**src/rtl/hartslag_pkg.sv**
```systemverilog
// Shared constants, FSM state encoding and the stress hysteresis rule for the heartbeat meter.
package hartslag_pkg;

  localparam int DEF_PERIOD_W   = 12;
  localparam int DEF_DEB_TICKS  = 4;
  localparam int DEF_MIN_PERIOD = 250;
  localparam int DEF_MAX_PERIOD = 3000;
  localparam int DEF_STRESS_LO  = 500;
  localparam int DEF_HYST       = 25;
  localparam int AVG_DEPTH      = 4;

  typedef logic [1:0] state_t;
  localparam state_t WAIT_FIRST = 2'd0;
  localparam state_t MEASURE    = 2'd1;
  localparam state_t LOST       = 2'd2;

  // Between lo and lo+hyst the previous flag is kept.
  function automatic logic stress_eval(input int unsigned p, input int unsigned lo,
                                       input int unsigned hyst, input logic cur);
    if (p <= lo) return 1'b1;
    if (p >= lo + hyst) return 1'b0;
    return cur;
  endfunction

endpackage

```
**src/rtl/hartslag_debounce.sv**
```systemverilog
// 2-FF synchroniser plus tick-sampled debounce of the raw heartbeat pin.
// rise_o is combinational and only ever high in the tick cycle where the debounced level goes 0->1.
module hartslag_debounce #(
  parameter int DEB_TICKS = 4
) (
  input  logic clk,
  input  logic reset,
  input  logic tick_i,
  input  logic din_i,
  output logic level_o,
  output logic rise_o
);

  localparam int CW = $clog2(DEB_TICKS + 1);

  logic          sync1_q, sync2_q;
  logic          level_q, level_d;
  logic [CW-1:0] cnt_q, cnt_d;
  logic          rise;

  always_comb begin
    level_d = level_q;
    cnt_d   = cnt_q;
    rise    = 1'b0;
    if (tick_i) begin
      if (sync2_q != level_q) begin
        // cnt_q counts earlier differing samples; this one completes the run
        if (cnt_q == CW'(DEB_TICKS - 1)) begin
          level_d = sync2_q;
          cnt_d   = '0;
          rise    = sync2_q;
        end else begin
          cnt_d = cnt_q + 1'b1;
        end
      end else begin
        cnt_d = '0;
      end
    end
  end

  always_ff @(posedge clk) begin
    if (reset) begin
      sync1_q <= 1'b0;
      sync2_q <= 1'b0;
      level_q <= 1'b0;
      cnt_q   <= '0;
    end else begin
      sync1_q <= din_i;
      sync2_q <= sync1_q;
      level_q <= level_d;
      cnt_q   <= cnt_d;
    end
  end

  assign level_o = level_q;
  assign rise_o  = rise;

endmodule

```
**src/rtl/hartslag_meter.sv**
```systemverilog
// Beat-to-beat interval meter with stress hysteresis and signal-lost detection.
// HARTSLAG_AVG_EN: report the mean of the last 4 accepted intervals instead of the raw one.
module hartslag_meter
  import hartslag_pkg::*;
#(
  parameter int PERIOD_W   = DEF_PERIOD_W,
  parameter int DEB_TICKS  = DEF_DEB_TICKS,
  parameter int MIN_PERIOD = DEF_MIN_PERIOD,
  parameter int MAX_PERIOD = DEF_MAX_PERIOD,
  parameter int STRESS_LO  = DEF_STRESS_LO,
  parameter int HYST       = DEF_HYST
) (
  input  logic                clk,
  input  logic                reset,
  input  logic                tick,
  input  logic                hartslag_in,
  output logic [PERIOD_W-1:0] period,
  output logic                period_valid,
  output logic                stress_hoog,
  output logic                geen_signaal
);

  localparam logic [PERIOD_W-1:0] MIN_P = PERIOD_W'(MIN_PERIOD);
  localparam logic [PERIOD_W-1:0] MAX_P = PERIOD_W'(MAX_PERIOD);

  logic                beat_rise;
  logic                beat_level;
  state_t              state_q, state_d;
  logic [PERIOD_W-1:0] count_q, count_d;
  logic [PERIOD_W-1:0] period_q, period_d;
  logic                period_valid_q, period_valid_d;
  logic                stress_q, stress_d;
  logic                geen_q, geen_d;
  logic [PERIOD_W-1:0] cnt_inc;
  logic [PERIOD_W-1:0] new_period;
  logic                accept;
  logic                go_lost;

  hartslag_debounce #(.DEB_TICKS(DEB_TICKS)) u_deb (
    .clk    (clk),
    .reset  (reset),
    .tick_i (tick),
    .din_i  (hartslag_in),
    .level_o(beat_level),
    .rise_o (beat_rise)
  );

  // cnt_inc is the number of ticks elapsed since the last accepted edge, including this one
  assign cnt_inc = (count_q >= MAX_P) ? MAX_P : count_q + 1'b1;
  assign accept  = tick && beat_rise && (state_q == MEASURE) &&
                   (cnt_inc >= MIN_P) && (cnt_inc < MAX_P);
  assign go_lost = tick && (state_q == MEASURE) && !accept && (cnt_inc == MAX_P);

`ifdef HARTSLAG_AVG_EN
  logic [PERIOD_W-1:0] hist_q [AVG_DEPTH];
  logic [PERIOD_W-1:0] hist_d [AVG_DEPTH];
  logic                hist_vld_q, hist_vld_d;
  logic [PERIOD_W+1:0] sum;

  always_comb begin
    hist_d     = hist_q;
    hist_vld_d = hist_vld_q;
    // An empty history behaves as if pre-filled with the current interval
    if (hist_vld_q)
      sum = {2'b00, cnt_inc} + {2'b00, hist_q[0]} + {2'b00, hist_q[1]} + {2'b00, hist_q[2]};
    else
      sum = {cnt_inc, 2'b00};
    if (accept) begin
      hist_vld_d = 1'b1;
      hist_d[0]  = cnt_inc;
      for (int i = 1; i < AVG_DEPTH; i++)
        hist_d[i] = hist_vld_q ? hist_q[i-1] : cnt_inc;
    end
    if (go_lost) hist_vld_d = 1'b0;
  end

  always_ff @(posedge clk) begin
    if (reset) begin
      hist_vld_q <= 1'b0;
      for (int i = 0; i < AVG_DEPTH; i++) hist_q[i] <= '0;
    end else begin
      hist_vld_q <= hist_vld_d;
      for (int i = 0; i < AVG_DEPTH; i++) hist_q[i] <= hist_d[i];
    end
  end

  assign new_period = sum[PERIOD_W+1:2];
`else
  assign new_period = cnt_inc;
`endif

  always_comb begin
    state_d        = state_q;
    count_d        = count_q;
    period_d       = period_q;
    period_valid_d = 1'b0;
    stress_d       = stress_q;
    geen_d         = geen_q;
    if (tick) begin
      case (state_q)
        WAIT_FIRST: begin
          if (beat_rise) begin
            count_d = '0;
            state_d = MEASURE;
          end
        end
        MEASURE: begin
          if (accept) begin
            period_d       = new_period;
            period_valid_d = 1'b1;
            stress_d       = stress_eval(32'(new_period), STRESS_LO, HYST, stress_q);
            count_d        = '0;
          end else if (go_lost) begin
            count_d  = cnt_inc;
            geen_d   = 1'b1;
            stress_d = 1'b0;
            state_d  = LOST;
          end else begin
            count_d = cnt_inc;
          end
        end
        LOST: begin
          if (beat_rise) begin
            count_d = '0;
            geen_d  = 1'b0;
            state_d = MEASURE;
          end
        end
        default: state_d = WAIT_FIRST;
      endcase
    end
  end

  always_ff @(posedge clk) begin
    if (reset) begin
      state_q        <= WAIT_FIRST;
      count_q        <= '0;
      period_q       <= '0;
      period_valid_q <= 1'b0;
      stress_q       <= 1'b0;
      geen_q         <= 1'b0;
    end else begin
      state_q        <= state_d;
      count_q        <= count_d;
      period_q       <= period_d;
      period_valid_q <= period_valid_d;
      stress_q       <= stress_d;
      geen_q         <= geen_d;
    end
  end

  assign period       = period_q;
  assign period_valid = period_valid_q;
  assign stress_hoog  = stress_q;
  assign geen_signaal = geen_q;

endmodule

```
**config.mk**
```make
export PLATFORM = sky130hd
export DESIGN_NAME = hartslag_meter
export DESIGN_NICKNAME = d
export VERILOG_FILES = /design/src/rtl/hartslag_pkg.sv /design/src/rtl/hartslag_debounce.sv /design/src/rtl/hartslag_meter.sv
export SDC_FILE = /design/constraint.sdc
export NUM_CORES = 1
export LEC_CHECK = 0
export BUFFER_PORTS_ARGS = -buffer_cell sky130_fd_sc_hd__buf_2
export CORE_MARGIN = 5
export CORE_UTILIZATION = 30
export CTS_CLUSTER_DIAMETER = 30
export CTS_CLUSTER_SIZE = 8
export DETAILED_ROUTE_END_ITERATION = 16
export SKIP_CTS_REPAIR_TIMING = 1
export SYNTH_ARGS = -nofsm -noshare
export SYNTH_HDL_FRONTEND = slang
export SYNTH_SLANG_ARGS = --single-unit
```
**constraint.sdc**
```tcl
create_clock -name clk -period 3.6 [get_ports clk]
set_input_delay 0.72 -clock clk [delete_from_list [all_inputs] [get_ports clk]]
set_output_delay 0.72 -clock clk [all_outputs]
set_load 0.02 [all_outputs]
```
==> metrics.cfg, run 1 <==
[sta]
finalHoldViolCount = 0
worst_pin_slew_ns = 0.812
rsz0062_at_grt = no
min_period_ns = 2.99
finalSetupTns_ns = 0
fin_crit_sh = 0.830
fin_worst_skew_ns = 0.00189
slew_headroom = 0.457
whs_ns = 0.445
slew_viol_final = 0
max_freq_mhz = 335
setup_viol = 0

[critical_path]
startpoint_type = flop
cp_slowest_cell = dfxtp_1
r2r-start = count_q[0]
cp-startpoint = count_q[0]
worstSetupPathType = reg -> reg
cp.buffers_inverters = 0
cp_top_family = compound AO/OA/AOI/OAI gates
cp_max_fo = 26
end_kind = flop
slowest_delay_ns = 0.51
crit_arrival_ns = 3.16
required_ns = 3.77
path_cells = ha_1, and3_1, nand4_1, xor2_1, nor2_1, a2111oi_4, o211ai_4, a31o_2, a22o_1

[route]
ant_nets = 0
drcViolationCount = 0
routed_wl_mm = 4.38
wl_per_cell_um = 13.6
vias_per_cell = 5.25
dr.pass1.iters = 4
drtIter0Drc = 212
via_count = 1684

[clock_tree]
numCtsBuffers = 5
cts_buffer_depth = 2
cts_root_buf = clkbuf_8
clock_sinks = 35
clk_pin_slew_ns = 0.06
htreeDepth = 2
insertion_delay_ns = 0.28
cts_tree = built

[grt]
grt_pass1_vias = 1563
grt_pass1_wl_mm = 7.62
gr-total-overflow = 0
grt_max_degree = 27
track_usage = 0.110
antenna_found_initial = 0

[flow_run]
maxCapViolations = 0

[power_and_ir_drop]
power_frac_comb = 0.020
p_leak_nw = 0.911
power_density_mw_per_mm2 = 306
p_int_mw = 0.521
power_switching_mw = 0.131
p_seq_frac = 0.597
finalPower_mw = 0.652
p_clk_frac = 0.382
p_sw_frac = 0.202
peakVddDrop_mv = 0.298

[synth]
async_flop_share = 0
yosys-mux-area-fraction = 0.0349
synth_top_family_by_area = simple AND/OR/NAND/NOR gates
seq_area_frac_synth = 0.349
syn-num-nets = 247
synth.avg_cell_area_um2 = 8.37
syn-instance-count = 240
synth_top_area_cell = dfxtp_1
yosys.area.top_type_share = 0.349
synthSimpleGateAreaFrac = 0.294
synth_xor_area_frac = 0.0392
synth_compound_area_frac = 0.189
ys_top_cells_by_area = dfxtp_1, nor2_1, nand2_1
yosys.cell_types.count = 50
synth-seq-cells = 35
synth_adder_area_share = 0.0187
synth_flop_cell = dfxtp_1
syn_area_mm2 = 0.00201
yosys_warnings = 0
synth_edf_count = 0

[worst_hold_path]
min_from = u_deb.sync1_q
holdCritPathClass = reg -> reg

[layout]
diodes = 0
area_growth_pct = 6.23
fin_nets = 252
num-fill-cells = 660
drive_gt1_frac = 0.131

[place]
port_buffers = 18
place_hpwl_mm = 3.13
gp_congestion = 0.855

[floorplanning]
core_area_mm2 = 0.00642
initial_core_util = 0.313
dieArea_mm2 = 0.00843
num_rows = 29
die_h_um = 91.8
die_w_um = 91.8
boundaryPins = 19

[run_status]
status = complete, no violations

worst paths after layout:
path / depth (start not counted) / end / slack, ns
worst max-delay path: 9 / count_q[5] / 0.61
worst min-delay path: 1 / u_deb.sync2_q / 0.44
worst max register to register: 9 / count_q[5] / 0.61
worst min register to register: 1 / u_deb.sync2_q / 0.44
per-stage QoR:
| stage | instance area [um^2] | utilization | instances | setup WS, ns |
|---|---|---|---|---|
| 3_5_place_dp | 2060 | 0.321 | 315 | 0.625 |
| 3_3_place_gp | 2060 | 0.321 | 315 | 0.672 |
| 2_1_floorplan | 2010 | - | 240 | 1.20 |
| 6_report | 2130 | 0.332 | 321 | 0.613 |
| 4_1_cts | 2130 | 0.332 | 321 | 0.608 |
| 5_1_grt | 2130 | 0.332 | 321 | 0.263 |
layout make-up:
type / instances / area [um^2] / area share
inverters: 5 / 18.8 / 0.00879
clock buffers: 6 / 72.6 / 0.0340
repair buffers: 18 / 90.1 / 0.0422
well taps: 77 / 96.3 / 0.0451
flip-flops and latches: 35 / 701 / 0.328
multi-input cells: 180 / 1160 / 0.542
Yosys cell counts, types with 2 or more instances:
master and instances:
nand3b_1 2, a22o_1 7, nand4_1 5, and3_4 2, inv_1 5, nand2b_1 5, or3_1 3, a21o_1 4
nor4_1 3, a22oi_1 2, mux2i_1 7, nor2b_1 9, xor2_1 6, nand2_1 22, nor3_1 5, o21ai_0 10
a21oi_1 14, nor2_1 24, nor3b_1 3, ha_1 3, a31oi_1 3, xnor2_1 3, buf_2 5, buf_6 6
and2_1 4, buf_4 2, or2_2 2, nand4b_1 3, clkbuf_1 7, dfxtp_1 35, nand3_1 9, and3_1 2
routing by layer:
| metal | up-vias | part of all wire | global-route usage |
|---|---|---|---|
| met3 | 6 | 0.056 | 0.0319 |
| met4 | 0 | 0.017 | 0.0458 |
| met5 | - | 0 | 0 |
| met1 | 775 | 0.50 | 0.148 |
| li1 | 860 | - | - |
| met2 | 43 | 0.43 | 0.163 |
state kept, by name, summed over array words and instances (netlist names):
signal         flops
u_deb.sync1_q      1
stress_hoog        1
count_q           12
u_deb.sync2_q      1
period            12
state_q            2
period_valid       1
geen_signaal       1
u_deb.cnt_q        3
u_deb.level_o      1
cell families after synthesis:
group                      count (synthesis)
adders and majority gates                  3
xor gates and xnor gates                   9
DFF                                       35
AOI/OAI and AO/OA                         52
buffers and inverters                     25
and+or+nand+nor                          109
muxes                                      7
layout by cell type, fill, tap and decap left out, drive strengths merged, types with 3 or more instances in the layout:
cell | Yosys | layout
dfxtp | 35 | 35
nor2 | 24 | 24
nand2 | 22 | 22
buf | 13 | 18
a21oi | 14 | 14
o21ai | 11 | 11
nor2b | 9 | 9
nand3 | 9 | 9
a22o | 7 | 7
mux2i | 7 | 7
xor2 | 6 | 6
clkbuf | 7 | 6
inv | 5 | 5
nand4 | 5 | 5
nand2b | 5 | 5
nor3 | 5 | 5
and2 | 5 | 5
a21o | 4 | 4
and3 | 4 | 4
nand4b | 3 | 3
xnor2 | 3 | 3
nor3b | 3 | 3
a31oi | 3 | 3
nor4 | 3 | 3
or3 | 3 | 3
ha | 3 | 3
power by group through the flow:
stage               Combinational (mW)  Clock [mW]  Sequential [mW]
floorplan                       0.0102           0            0.398
global placement                0.0131           0            0.398
detailed placement              0.0133           0            0.398
CTS                             0.0134       0.261            0.389
global route                    0.0153       0.275            0.389
finish                          0.0134       0.249            0.389
Note: power is estimated with default switching activity, not from simulation.
==> inputs of run 2 (changes only) <==
clock period = 2.4 ns   (was 3.6 ns; I/O delays follow)
==> metrics.cfg, run 2 (same netlist as run 1, synthesis figures left out) <==
[critical_path]
startpoint_type = flop  ; unchanged
r2r-start = count_q[0]  ; unchanged
cp_top_family = compound AO/OA/AOI/OAI gates  ; unchanged
reg2reg_depth = 13  ; was 9
rr_endpoint = period[10]  ; was count_q[5]
slowest_delay_ns = 0.34  ; was 0.51 ns
worstSetupPathType = reg -> reg  ; unchanged
path_cells = ha_4, buf_4, buf_4, a21oi_2, nor2_1, o21ai_1, a21o_1, a31oi_4, o211ai_4, buf_12, buf_4, mux2i_1, nor2_1  ; was ha_1, and3_1, nand4_1, xor2_1, nor2_1, a2111oi_4, o211ai_4, a31o_2, a22o_1
cp_common_cell = buf_4
required_ns = 2.58  ; was 3.77 ns
end_kind = flop  ; unchanged
cp_max_fo = 7  ; was 26
cp_slowest_cell = dfxtp_2  ; was dfxtp_1
crit_arrival_ns = 2.60  ; was 3.16 ns
cp.buffers_inverters = 4  ; was 0
cp-startpoint = count_q[0]  ; unchanged
r2r_slack_ns = -0.02  ; was 0.61 ns

[route]
dr.pass1.iters = 4  ; unchanged
drcViolationCount = 0  ; unchanged
via_count = 1871  ; was 1684
ant_nets = 0  ; unchanged
wl_per_cell_um = 14.5  ; was 13.6 um
drtIter0Drc = 130  ; was 212
routed_wl_mm = 5.17  ; was 4.38 mm
vias_per_cell = 5.26  ; was 5.25

[sta]
slew_viol_final = 0  ; unchanged
slew_headroom = 0.361  ; was 0.457
fin_ws_ns = -0.0234  ; was 0.613 ns
max_freq_mhz = 413  ; was 335 MHz
whs_ns = 0.396  ; was 0.445 ns
fin_worst_skew_ns = 0.00778  ; was 0.00189 ns
min_period_ns = 2.42  ; was 2.99 ns
finalHoldViolCount = 0  ; unchanged
fin_crit_sh = 1.01  ; was 0.830
rsz0062_at_grt = yes  ; was no
worst_pin_slew_ns = 0.956  ; was 0.812 ns
setup_viol = 7  ; was 0

[floorplanning]
die_w_um = 91.8  ; unchanged
initial_core_util = 0.313  ; unchanged
core_area_mm2 = 0.00642  ; unchanged
num_rows = 29  ; unchanged
dieArea_mm2 = 0.00843  ; unchanged
die_h_um = 91.8  ; unchanged
boundaryPins = 19  ; unchanged

[power_and_ir_drop]
peakVddDrop_mv = 0.306  ; was 0.298 mV
p_int_mw = 0.792  ; was 0.521 mW
p_sw_frac = 0.233  ; was 0.202
p_leak_nw = 1.09  ; was 0.911 nW
p_seq_frac = 0.565  ; was 0.597
power_frac_comb = 0.023  ; was 0.020
power_density_mw_per_mm2 = 413  ; was 306 mW/mm^2
power_switching_mw = 0.240  ; was 0.131 mW
p_clk_frac = 0.412  ; was 0.382

[grt]
grt_pass1_wl_mm = 8.43  ; was 7.62 mm
track_usage = 0.122  ; was 0.110
antenna_found_initial = 0  ; unchanged
grt_max_degree = 21  ; was 27
grt_pass1_vias = 1770  ; was 1563
gr-total-overflow = 0  ; unchanged

[layout]
diodes = 0  ; unchanged
layout_common_cells = buf_4, dfxtp_1, nor2_1  ; was dfxtp_1, nor2_1, nand2_1
final_common_cell = buf_4  ; was dfxtp_1
multiInputGateArea_mm2 = 0.00123  ; was 0.00116 mm^2
regArea_um2 = 708  ; was 701 um^2
fin_util = 0.389  ; was 0.332
layout.cells.non_filler = 356  ; was 321
area_growth_pct = 24.3  ; was 6.23%
fin_nets = 285  ; was 252
num-fill-cells = 661  ; was 660
drive_gt1_frac = 0.301  ; was 0.131

[place]
placed_cells = 343  ; was 315
gp_congestion = 0.889  ; was 0.855
port_buffers = 18  ; unchanged
place_hpwl_mm = 3.77  ; was 3.13 mm

[clock_tree]
numCtsBuffers = 5  ; unchanged
clock_sinks = 35  ; unchanged
cts_root_buf = clkbuf_8  ; unchanged
htreeDepth = 2  ; unchanged
cts_buffer_depth = 2  ; unchanged
clk_pin_slew_ns = 0.07  ; was 0.06 ns
insertion_delay_ns = 0.29  ; was 0.28 ns
cts_tree = built  ; unchanged

[worst_hold_path]
min_to = u_deb.sync1_q  ; was u_deb.sync2_q
holdCritPathClass = in -> reg  ; was reg -> reg
min_from = hartslag_in  ; was u_deb.sync1_q
hold_depth = 2  ; was 1

[run_status]
failed_checks = setup timing
status = finished with violations  ; was complete, no violations

[flow_run]
maxCapViolations = 0  ; unchanged

run 2: final cells by class:
class	count	area share
Multi-Input combinational cell	180	0.493
Sequential cell	35	0.283
Timing Repair Buffer	51	0.143
Tap cell	77	0.0386
Clock buffer	6	0.0290
Inverter	5	0.00751
Clock inverter	2	0.00501
run 2: per-layer routing:
layer,GRT usage,share of wire,routed length [um]
met3,0.0270,0.045,233
met2,0.191,0.46,2370
met1,0.161,0.47,2450
met5,0,0,0
met4,0.0495,0.023,117
run 2: power by group through the flow:
stage | sequential (mW) | combinational, mW | clock, mW
finish | 0.583 | 0.0235 | 0.426
detailed placement | 0.597 | 0.0227 | 0
global route | 0.583 | 0.0262 | 0.465
floorplan | 0.597 | 0.0153 | 0
CTS | 0.583 | 0.0227 | 0.439
global placement | 0.597 | 0.0224 | 0
run 2: per-stage QoR:
| step | setup slack, ns | instance area, um^2 | setup TNS [ns] | total power, mW |
|---|---|---|---|---|
| final | -0.0234 | 2500 | -0.0765 | 1.03 |
| after global routing | -0.154 | 2500 | -2.36 | 1.07 |
| after CTS | -0.118 | 2360 | -1.16 | 1.04 |
| after detailed placement | -0.111 | 2270 | -1.01 | 0.620 |
| after global placement | -0.0950 | 2270 | -0.942 | 0.619 |
| after floorplan | 0.0462 | 2010 | 0 | 0.612 |
run 2: worst register-to-register path: cells and delay by family, from the launching register on:
kind	cells	cell delay (ns)
and+or+nand+nor	2	0.12
adders and majority gates	1	0.16
DFF	1	0.34
muxes	1	0.19
AOI/OAI and AO/OA	5	0.93
buffers and inverters	4	0.57
run 2: worst max path at each step:
stage | to | slack [ns] | cells past startpoint
2_1_floorplan | count_q[5] | 0.05 | 12
3_3_place_gp | period[10] | -0.09 | 11
3_5_place_dp | period[1] | -0.11 | 11
4_1_cts | period[1] | -0.12 | 11
5_1_grt | period[9] | -0.15 | 11
6_report | period[10] | -0.02 | 13
==> inputs of run 3 (changes only) <==
clock period = 2.7 ns   (was 2.4 ns; I/O delays follow)
==> metrics.cfg, run 3 (same netlist as run 1, synthesis figures left out) <==
[power_and_ir_drop]
peakVddDrop_mv = 0.319  ; was 0.306 mV
finalPower_mw = 0.886  ; was 1.03 mW
power_density_mw_per_mm2 = 381  ; was 413 mW/mm^2
p_leak_nw = 1.02  ; was 1.09 nW

[clock_tree]
cts_buffer_depth = 2  ; unchanged
cts_tree = built  ; unchanged
clk_pin_slew_ns = 0.07  ; about the same
htreeDepth = 2  ; unchanged
insertion_delay_ns = 0.28  ; was 0.29 ns
clock_sinks = 35  ; unchanged
numCtsBuffers = 5  ; unchanged
cts_root_buf = clkbuf_8  ; unchanged

[worst_hold_path]
min_from = u_deb.sync1_q  ; was hartslag_in
holdCritPathClass = reg -> reg  ; was in -> reg
min_to = u_deb.sync2_q  ; was u_deb.sync1_q
hold_depth = 1  ; was 2

[critical_path]
cp_top_family = compound AO/OA/AOI/OAI gates  ; unchanged
cp_slowest_cell = dfxtp_2  ; unchanged
cp-startpoint = count_q[1]  ; was count_q[0]
path_cells = ha_1, buf_4, and4b_1, a22oi_1, o21ai_2, a21o_1, a31oi_4, o211ai_4, buf_12, or2_2, a21oi_1  ; was ha_4, buf_4, buf_4, a21oi_2, nor2_1, o21ai_1, a21o_1, a31oi_4, o211ai_4, buf_12, buf_4, mux2i_1, nor2_1
cp_max_fo = 9  ; was 7
r2r_slack_ns = 0.18  ; was -0.02 ns
reg2reg_depth = 11  ; was 13
rr_endpoint = period[11]  ; was period[10]
r2r-start = count_q[1]  ; was count_q[0]
crit_arrival_ns = 2.73  ; was 2.60 ns
worstSetupPathType = reg -> reg  ; unchanged
required_ns = 2.91  ; was 2.58 ns
slowest_delay_ns = 0.35  ; was 0.34 ns
cp.buffers_inverters = 2  ; was 4
startpoint_type = flop  ; unchanged
end_kind = flop  ; unchanged

[grt]
antenna_found_initial = 0  ; unchanged
grt_max_degree = 27  ; was 21
use_met2 = 0.179  ; was 0.191
gr-total-overflow = 0  ; unchanged
grt_pass1_wl_mm = 8.05  ; was 8.43 mm
track_usage = 0.117  ; was 0.122
grt_pass1_vias = 1609  ; was 1770
grt_use_met1 = 0.164  ; was 0.161
grt_busiest_layer = met2  ; unchanged
grt.met3_usage = 0.0180  ; was 0.0270

[route]
vias_per_cell = 5.22  ; was 5.26
drcViolationCount = 0  ; unchanged
routed_wl_mm = 4.85  ; was 5.17 mm
wl_per_cell_um = 14.2  ; was 14.5 um
dr.pass1.iters = 7  ; was 4
via_count = 1780  ; was 1871
ant_nets = 0  ; unchanged
drtIter0Drc = 204  ; was 130

[layout]
area_growth_pct = 15.8  ; was 24.3%
drive_gt1_frac = 0.212  ; was 0.301
layout_common_cells = dfxtp_1, nor2_1, nand2_1  ; was buf_4, dfxtp_1, nor2_1
fin_util = 0.362  ; was 0.389
final_common_cell = dfxtp_1  ; was buf_4
diodes = 0  ; unchanged
fin_nets = 272  ; was 285

[run_status]
status = complete, no violations  ; was finished with violations

[floorplanning]
die_h_um = 91.8  ; unchanged
num_rows = 29  ; unchanged
die_w_um = 91.8  ; unchanged
dieArea_mm2 = 0.00843  ; unchanged
core_area_mm2 = 0.00642  ; unchanged
boundaryPins = 19  ; unchanged
initial_core_util = 0.313  ; unchanged

[sta]
slew_headroom = 0.656  ; was 0.361
rsz0062_at_grt = no  ; was yes
min_period_ns = 2.52  ; was 2.42 ns
fin_crit_sh = 0.932  ; was 1.01
max_freq_mhz = 397  ; was 413 MHz
setup_viol = 0  ; was 7
finalHoldViolCount = 0  ; unchanged
finalSetupTns_ns = 0  ; was -0.0765 ns
slew_viol_final = 0  ; unchanged
fin_worst_skew_ns = 0.00518  ; was 0.00778 ns
worst_pin_slew_ns = 0.514  ; was 0.956 ns

[flow_run]
maxCapViolations = 0  ; unchanged

[place]
gp_congestion = 0.893  ; was 0.889
port_buffers = 18  ; unchanged
place_hpwl_mm = 3.55  ; was 3.77 mm

==> run 3: cell count changes in the layout (fill, tap and decap cells not counted), sizes merged <==
cell / delta
buf: -14
clkbuf: -1
clkinv: -1
o211ai: +1
==> run 3: routing by layer <==
metal	part of all wire	up-vias
met5	0	-
met3	0.043	8
li1	-	910
met1	0.48	815
met2	0.46	47
met4	0.015	0
==> run 3: how the worst max path moves through the flow <==
stage,end,slack (ns),depth (start not counted)
2_1_floorplan,count_q[5],0.30,12
3_3_place_gp,period[1],0.08,11
5_1_grt,period[9],0.06,11
4_1_cts,period[7],0.03,11
3_5_place_dp,period[8],0.05,11
6_report,period[11],0.18,11
==> run 3: stage by stage <==
| step | area [um^2] | instances | hold slack [ns] | setup WS, ns |
|---|---|---|---|---|
| after floorplan | 2010 | 240 | 0.414 | 0.300 |
| final | 2330 | 341 | 0.438 | 0.184 |
| after global placement | 2190 | 332 | 0.421 | 0.0785 |
| after global routing | 2330 | 341 | 0.466 | 0.0612 |
| after CTS | 2270 | 338 | 0.440 | 0.0336 |
| after detailed placement | 2190 | 332 | 0.424 | 0.0499 |
==> run 3: final cells by class <==
cell class	count	area, um^2
clock buffers	5	68.8
clock inverters	1	7.51
fillers	641	4100
inverters	5	18.8
multi-input cells	181	1190
flip-flops and latches	35	702
well taps	77	96.3
repair buffers	37	245
==> run 3: report_power, final <==
part / internal [mW] / leakage, nW / switching (mW)
registers: 0.518 / 0.283 / 0.000952
logic: 0.00561 / 0.705 / 0.0130
clock network: 0.171 / 0.0361 / 0.177
total: 0.694 / 1.02 / 0.191
==> run 3: worst register-to-register path, cell delays in order, from the launching register on <==
cell and delay, ns:
dfxtp_2 0.35, ha_1 0.19, buf_4 0.17, and4b_1 0.22, a22oi_1 0.25, o21ai_2 0.13, a21o_1 0.21, a31oi_4 0.22
o211ai_4 0.16, buf_12 0.18, or2_2 0.26, a21oi_1 0.12
